File: config.mk
export PLATFORM = sky130hd
export DESIGN_NAME = multicycle_controller
export DESIGN_NICKNAME = d
export VERILOG_FILES = /design/src/rtl/mips_ctrl_pkg.sv /design/src/rtl/mc_ctrl_outdec.sv /design/src/rtl/multicycle_controller.sv
export SDC_FILE = /design/constraint.sdc
export NUM_CORES = 1
export LEC_CHECK = 0
export BUFFER_PORTS_ARGS = -buffer_cell sky130_fd_sc_hd__buf_2
export CAP_MARGIN = 20
export CORE_ASPECT_RATIO = 1.1
export CORE_MARGIN = 2
export CORE_UTILIZATION = 30
export CTS_BUF_LIST = sky130_fd_sc_hd__clkbuf_4 sky130_fd_sc_hd__clkbuf_8 sky130_fd_sc_hd__clkbuf_16
export DETAILED_ROUTE_END_ITERATION = 12
export REMOVE_ABC_BUFFERS = 1
export SLEW_MARGIN = 20
export SYNTH_ARGS = -nofsm -noshare
export SYNTH_HDL_FRONTEND = slang
export SYNTH_SLANG_ARGS = --single-unit
File: constraint.sdc
create_clock -name clk -period 1.63 [get_ports clk]
set_input_delay 0.326 -clock clk [delete_from_list [all_inputs] [get_ports clk]]
set_output_delay 0.326 -clock clk [all_outputs]
set_load 0.03 [all_outputs]
File: src/rtl/mips_ctrl_pkg.sv
// Shared definitions for the multicycle MIPS control FSM.
// MC_CTRL_ADDI_EN: when defined, addi gets its own execute/writeback states.
package mips_ctrl_pkg;

    localparam logic [5:0] OP_RTYPE = 6'b000000;
    localparam logic [5:0] OP_LW    = 6'b100011;
    localparam logic [5:0] OP_SW    = 6'b101011;
    localparam logic [5:0] OP_BEQ   = 6'b000100;
    localparam logic [5:0] OP_ADDI  = 6'b001000;
    localparam logic [5:0] OP_J     = 6'b000010;

    localparam logic [1:0] ALUOP_ADD   = 2'b00;
    localparam logic [1:0] ALUOP_SUB   = 2'b01;
    localparam logic [1:0] ALUOP_FUNCT = 2'b10;

    // Encodings are fixed so the addi states leave a hole when compiled out.
    typedef enum logic [3:0] {
        S_FETCH  = 4'd0,
        S_DECODE = 4'd1,
        S_MEMADR = 4'd2,
        S_MEMRD  = 4'd3,
        S_MEMWB  = 4'd4,
        S_MEMWR  = 4'd5,
        S_EXEC   = 4'd6,
        S_ALUWB  = 4'd7,
        S_BRANCH = 4'd8,
`ifdef MC_CTRL_ADDI_EN
        S_ADDIEX = 4'd9,
        S_ADDIWB = 4'd10,
`endif
        S_JUMP   = 4'd11
    } state_t;

    // Control word produced from the registered state.
    typedef struct packed {
        logic       mem_req;
        logic       iord;
        logic       ir_write;
        logic       mem_write;
        logic       reg_write;
        logic       reg_dst;
        logic       mem_to_reg;
        logic       alu_src_a;
        logic [1:0] alu_src_b;
        logic [1:0] pc_src;
        logic [1:0] alu_op;
        logic       pc_write;
        logic       branch;
    } ctrl_t;

    // Opcodes this controller knows how to sequence.
    function automatic logic op_legal(input logic [5:0] op);
        logic ok;
        ok = (op == OP_RTYPE) || (op == OP_LW) || (op == OP_SW) ||
             (op == OP_BEQ) || (op == OP_J);
`ifdef MC_CTRL_ADDI_EN
        ok = ok || (op == OP_ADDI);
`endif
        return ok;
    endfunction

endpackage

File: src/rtl/mc_ctrl_outdec.sv
// State to control-word decode for the multicycle controller.
// MC_CTRL_ADDI_EN adds the addi execute/writeback decodes.
module mc_ctrl_outdec
    import mips_ctrl_pkg::*;
(
    input  state_t     state,
    input  logic       mem_ready,
    output ctrl_t      ctrl
);

    // Moore decode; only FETCH folds in mem_ready for the IR/PC update.
    always_comb begin
        ctrl = '0;
        case (state)
            S_FETCH: begin
                ctrl.mem_req   = 1'b1;
                ctrl.alu_src_b = 2'b01;
                ctrl.alu_op    = ALUOP_ADD;
                ctrl.ir_write  = mem_ready;
                ctrl.pc_write  = mem_ready;
            end
            S_DECODE: begin
                ctrl.alu_src_b = 2'b11;
                ctrl.alu_op    = ALUOP_ADD;
            end
            S_MEMADR: begin
                ctrl.alu_src_a = 1'b1;
                ctrl.alu_src_b = 2'b10;
                ctrl.alu_op    = ALUOP_ADD;
            end
            S_MEMRD: begin
                ctrl.mem_req = 1'b1;
                ctrl.iord    = 1'b1;
            end
            S_MEMWB: begin
                ctrl.reg_write  = 1'b1;
                ctrl.mem_to_reg = 1'b1;
            end
            S_MEMWR: begin
                ctrl.mem_req   = 1'b1;
                ctrl.iord      = 1'b1;
                ctrl.mem_write = 1'b1;
            end
            S_EXEC: begin
                ctrl.alu_src_a = 1'b1;
                ctrl.alu_src_b = 2'b00;
                ctrl.alu_op    = ALUOP_FUNCT;
            end
            S_ALUWB: begin
                ctrl.reg_write = 1'b1;
                ctrl.reg_dst   = 1'b1;
            end
            S_BRANCH: begin
                ctrl.alu_src_a = 1'b1;
                ctrl.alu_src_b = 2'b00;
                ctrl.alu_op    = ALUOP_SUB;
                ctrl.pc_src    = 2'b01;
                ctrl.branch    = 1'b1;
            end
`ifdef MC_CTRL_ADDI_EN
            S_ADDIEX: begin
                ctrl.alu_src_a = 1'b1;
                ctrl.alu_src_b = 2'b10;
                ctrl.alu_op    = ALUOP_ADD;
            end
            S_ADDIWB: begin
                ctrl.reg_write = 1'b1;
            end
`endif
            S_JUMP: begin
                ctrl.pc_src   = 2'b10;
                ctrl.pc_write = 1'b1;
            end
            default: ctrl = '0;
        endcase
    end

endmodule

File: src/rtl/multicycle_controller.sv
// Main control FSM for the multicycle MIPS datapath.
// MC_CTRL_ADDI_EN: makes addi a legal opcode with its own two states.
module multicycle_controller
    import mips_ctrl_pkg::*;
#(
    parameter int STATE_W = 4
) (
    input  logic       clk,
    input  logic       rst_n,
    input  logic [5:0] op,
    input  logic       zero,
    input  logic       mem_ready,
    output logic       mem_req,
    output logic       iord,
    output logic       ir_write,
    output logic       mem_write,
    output logic       reg_write,
    output logic       reg_dst,
    output logic       mem_to_reg,
    output logic       alu_src_a,
    output logic [1:0] alu_src_b,
    output logic [1:0] pc_src,
    output logic [1:0] alu_op,
    output logic       pc_en,
    output logic       illegal_op
);

    logic [STATE_W-1:0] state_q;
    state_t             st;
    state_t             state_d;
    ctrl_t              c;

    // Only the low bits carry an encoding; the rest stay zero.
    assign st = state_t'(state_q[3:0]);

    // State register; reset lands in FETCH without waiting for an edge.
    always_ff @(posedge clk or negedge rst_n) begin
        if (!rst_n) state_q <= STATE_W'(S_FETCH);
        else        state_q <= STATE_W'(state_d);
    end

    // Next-state logic; memory states hold until mem_ready.
    always_comb begin
        state_d = S_FETCH;
        case (st)
            S_FETCH:  state_d = mem_ready ? S_DECODE : S_FETCH;
            S_DECODE: begin
                case (op)
                    OP_LW, OP_SW: state_d = S_MEMADR;
                    OP_RTYPE:     state_d = S_EXEC;
                    OP_BEQ:       state_d = S_BRANCH;
`ifdef MC_CTRL_ADDI_EN
                    OP_ADDI:      state_d = S_ADDIEX;
`endif
                    OP_J:         state_d = S_JUMP;
                    default:      state_d = S_FETCH;
                endcase
            end
            S_MEMADR: state_d = (op == OP_SW) ? S_MEMWR : S_MEMRD;
            S_MEMRD:  state_d = mem_ready ? S_MEMWB : S_MEMRD;
            S_MEMWR:  state_d = mem_ready ? S_FETCH : S_MEMWR;
            S_EXEC:   state_d = S_ALUWB;
`ifdef MC_CTRL_ADDI_EN
            S_ADDIEX: state_d = S_ADDIWB;
`endif
            default:  state_d = S_FETCH;
        endcase
    end

    mc_ctrl_outdec u_outdec (
        .state     (st),
        .mem_ready (mem_ready),
        .ctrl      (c)
    );

    // Enables are masked while reset is held so FETCH cannot issue anything.
    assign mem_req    = rst_n & c.mem_req;
    assign ir_write   = rst_n & c.ir_write;
    assign mem_write  = rst_n & c.mem_write;
    assign reg_write  = rst_n & c.reg_write;
    assign pc_en      = rst_n & (c.pc_write | (c.branch & zero));
    assign illegal_op = rst_n & (st == S_DECODE) & ~op_legal(op);

    assign iord       = c.iord;
    assign reg_dst    = c.reg_dst;
    assign mem_to_reg = c.mem_to_reg;
    assign alu_src_a  = c.alu_src_a;
    assign alu_src_b  = c.alu_src_b;
    assign pc_src     = c.pc_src;
    assign alu_op     = c.alu_op;

endmodule
==> impl_metrics.toml <==
[die]
ios = 26
row_count = 15
initial_utilization_pct = 32.6
die_h_um = 47.7
fp.coreArea_sq_um = 1600
die-area_sq_um = 2080
die_x_um = 43.7

[clock_tree]
cts-root-buf = "clkbuf_4"
cts_tree = "done"
cts_buffer_depth = 2
htreeDepth = 1
clkLatencyLatePin_ps = 240
cts_buffers = 3
cts.sinks = 4
path_clk_slew_ps = 40

[grt]
grt_use_total_pct = 16.3
grt_max_degree = 13
grt_pass1_wl_um = 2530
grt_overflow = 0
antenna_found_initial = 0
grt_pass1_vias = 622

[hold_path]
hold_class = "primary input to flop"
worstHoldStart = "op[5]"

[finish]
final_core_util_pct = 66.1
n_antenna_cell = 0
largest_reg_flops = 4
most-common-layout-cells = "buf_4 (20), buf_6 (15), buf_2 (10)"
synthToLayoutAreaGrowth_pct = 103
final_common_cell = "buf_4"
finish.net_count = 131
final_layout_size_suffix_gt1_share_pct = 64.7

[worst_setup_path]
critPathArrivalTime_ps = 1490
r2r_slack_ps = 120
crit_chain = "nand2b_2 -> nor2_2 -> nand2_1 -> a211oi_2 -> buf_4"
rr_endpoint = "st[2]"
crit_buf_inv = 1
endpoint = "illegal_op"
reg2regPathDepth = 6
slowest_stage = "dfrtp_2"
crit_type = "flop to output port"
crit_required_ps = 1300
r2r-start = "st[1]"
critPathMaxStageDelay_ps = 450
path_max_fanout = 5
crit_start = "st[1]"
crit_cells = 5
critPathCaptureType = "output port"
critPathLaunchType = "flop"
crit_family = "flip-flops"

[synth]
synth-edff-count = 0
syn_avg_cell_area_sq_um = 7.13
ys.flop_type = "dfrtp_1"
async_flop_share_pct = 100
synth-compound-area-share_pct = 16.6
yosys_warnings = 0
synth_top_family_by_area = "simple AND/OR/NAND/NOR gates"
synthesis.area_sq_um = 520
ys_types = 34
synth_xor_area_share_pct = 3.37
synthSimpleGateAreaFrac_pct = 50.2
synthMuxAreaShare_pct = 6.49
synth-seq-cells = 4
syn-instance-count = 73
ys_seq_area_share_pct = 19.2
synth_fa_ha_area_share_pct = 0

[sta]
finalCritPeriodShare_pct = 111
finalClockSkew_ps = 3.74
slew_headroom_pct = 82.2
finalMaxSlewViolations = 0
setup_slack_ps = -183
finalSetupViolations = 11
tightest_slew_ps = 265
max_freq_ghz = 0.551
rsz0062_at_grt = "true"
finalCriticalPeriod_ps = 1810
final.setup.tns_ps = -892
hold_violations = 0

[pwr]
power_mw = 1.22
peakVddDrop_mv = 0.612
power_leakage_nw = 0.475
power_density_nw_per_um2 = 1160

[drt]
dr.pass1.iters = 4
top_layer_used = "met4"
routed-wl-met2_um = 1020
drt_wl_total_um = 1830
wl_met3_um = 78
routed-via-count = 712
met1_length_um = 719
vias_per_cell = 5.24
ant_nets = 0
drc = 0
wl_per_cell_um = 13.4
drt_iter0_drc = 5

[place]
place_congestion = 0.827
dp_hpwl_um = 1100
portBuffers = 25

[outcome]
violations = "negative setup slack"
status = "finished, violations left"

[run]
maxCapViolCount = 0
[kinds of logic after synthesis]
| group | count (synthesis) |
|---|---|
| and+or+nand+nor | 47 |
| xor gates and xnor gates | 2 |
| buffers and inverters | 4 |
| DFF | 4 |
| muxes | 3 |
| AOI/OAI and AO/OA | 13 |
[worst min path at each step]
stage | cells after the start | endpoint | slack (ps)
floorplan | 0 | st[0] | 30
global placement | 1 | st[0] | 180
detailed placement | 1 | st[0] | 180
CTS | 4 | st[0] | 420
global route | 4 | st[0] | 460
finish | 4 | st[0] | 420
[routing by layer]
layer / global-route usage [%] / up-vias
met5: 0 / -
met2: 31.8 / 28
li1: - / 352
met3: 1.13 / 2
met4: 7.27 / 0
met1: 18.3 / 330
[where the power goes]
| part | internal, mW | total, mW | leakage [nW] | switching [mW] |
|---|---|---|---|---|
| Clock | 0.0829 | 0.131 | 0.0138 | 0.0485 |
| Sequential | 0.123 | 0.158 | 0.0508 | 0.0357 |
| Combinational | 0.466 | 0.932 | 0.410 | 0.466 |
| Total | 0.671 | 1.22 | 0.475 | 0.550 |
[cells in the mapped netlist, types with 2 or more instances]
master,count,share of area [%]
nand2b_1,2,2.4
nor3b_1,2,2.9
nor3_1,6,5.8
dfrtp_1,4,19
mux2_2,3,6.5
o21ai_1,2,1.9
and3_1,2,2.4
nor2_1,14,10
a21oi_1,2,1.9
buf_2,2,1.9
o21ai_0,2,1.9
nand2_1,7,5.0
nand3_1,4,3.8
[layout make-up]
| cell class | instances | area (sq um) |
|---|---|---|
| clock buffer | 3 | 22.5 |
| fill | 122 | 541 |
| multi-input combinational | 65 | 509 |
| sequential | 4 | 103 |
| tap | 17 | 21.3 |
| timing repair buffer | 47 | 399 |
[timing repair]
action | 4_1_cts | 5_1_grt
resized for setup | 32 | 25
hold buffers | 1 | 0
setup endpoints to repair | 13 | 15
hold endpoints to repair | 4 | 0
buffers inserted | 6 | 6
pin swaps | 4 | 4
[worst min-delay path, cell delays in order]
cell and delay [ps]:
buf_2 90, nor3_1 50, nand3_1 80, o21ai_1 70
[through the flow]
step | instance area [sq um] | setup WS [ps] | hold WS [ps] | cells
detailed placement | 721 | -27.4 | 180 | 121
finish | 1050 | -183 | 420 | 136
floorplan | 499 | -437 | 30.4 | 69
CTS | 908 | -188 | 420 | 131
global placement | 721 | 0.0909 | 177 | 121
global route | 1050 | -264 | 459 | 136
Power figures use the tool's default switching activity.
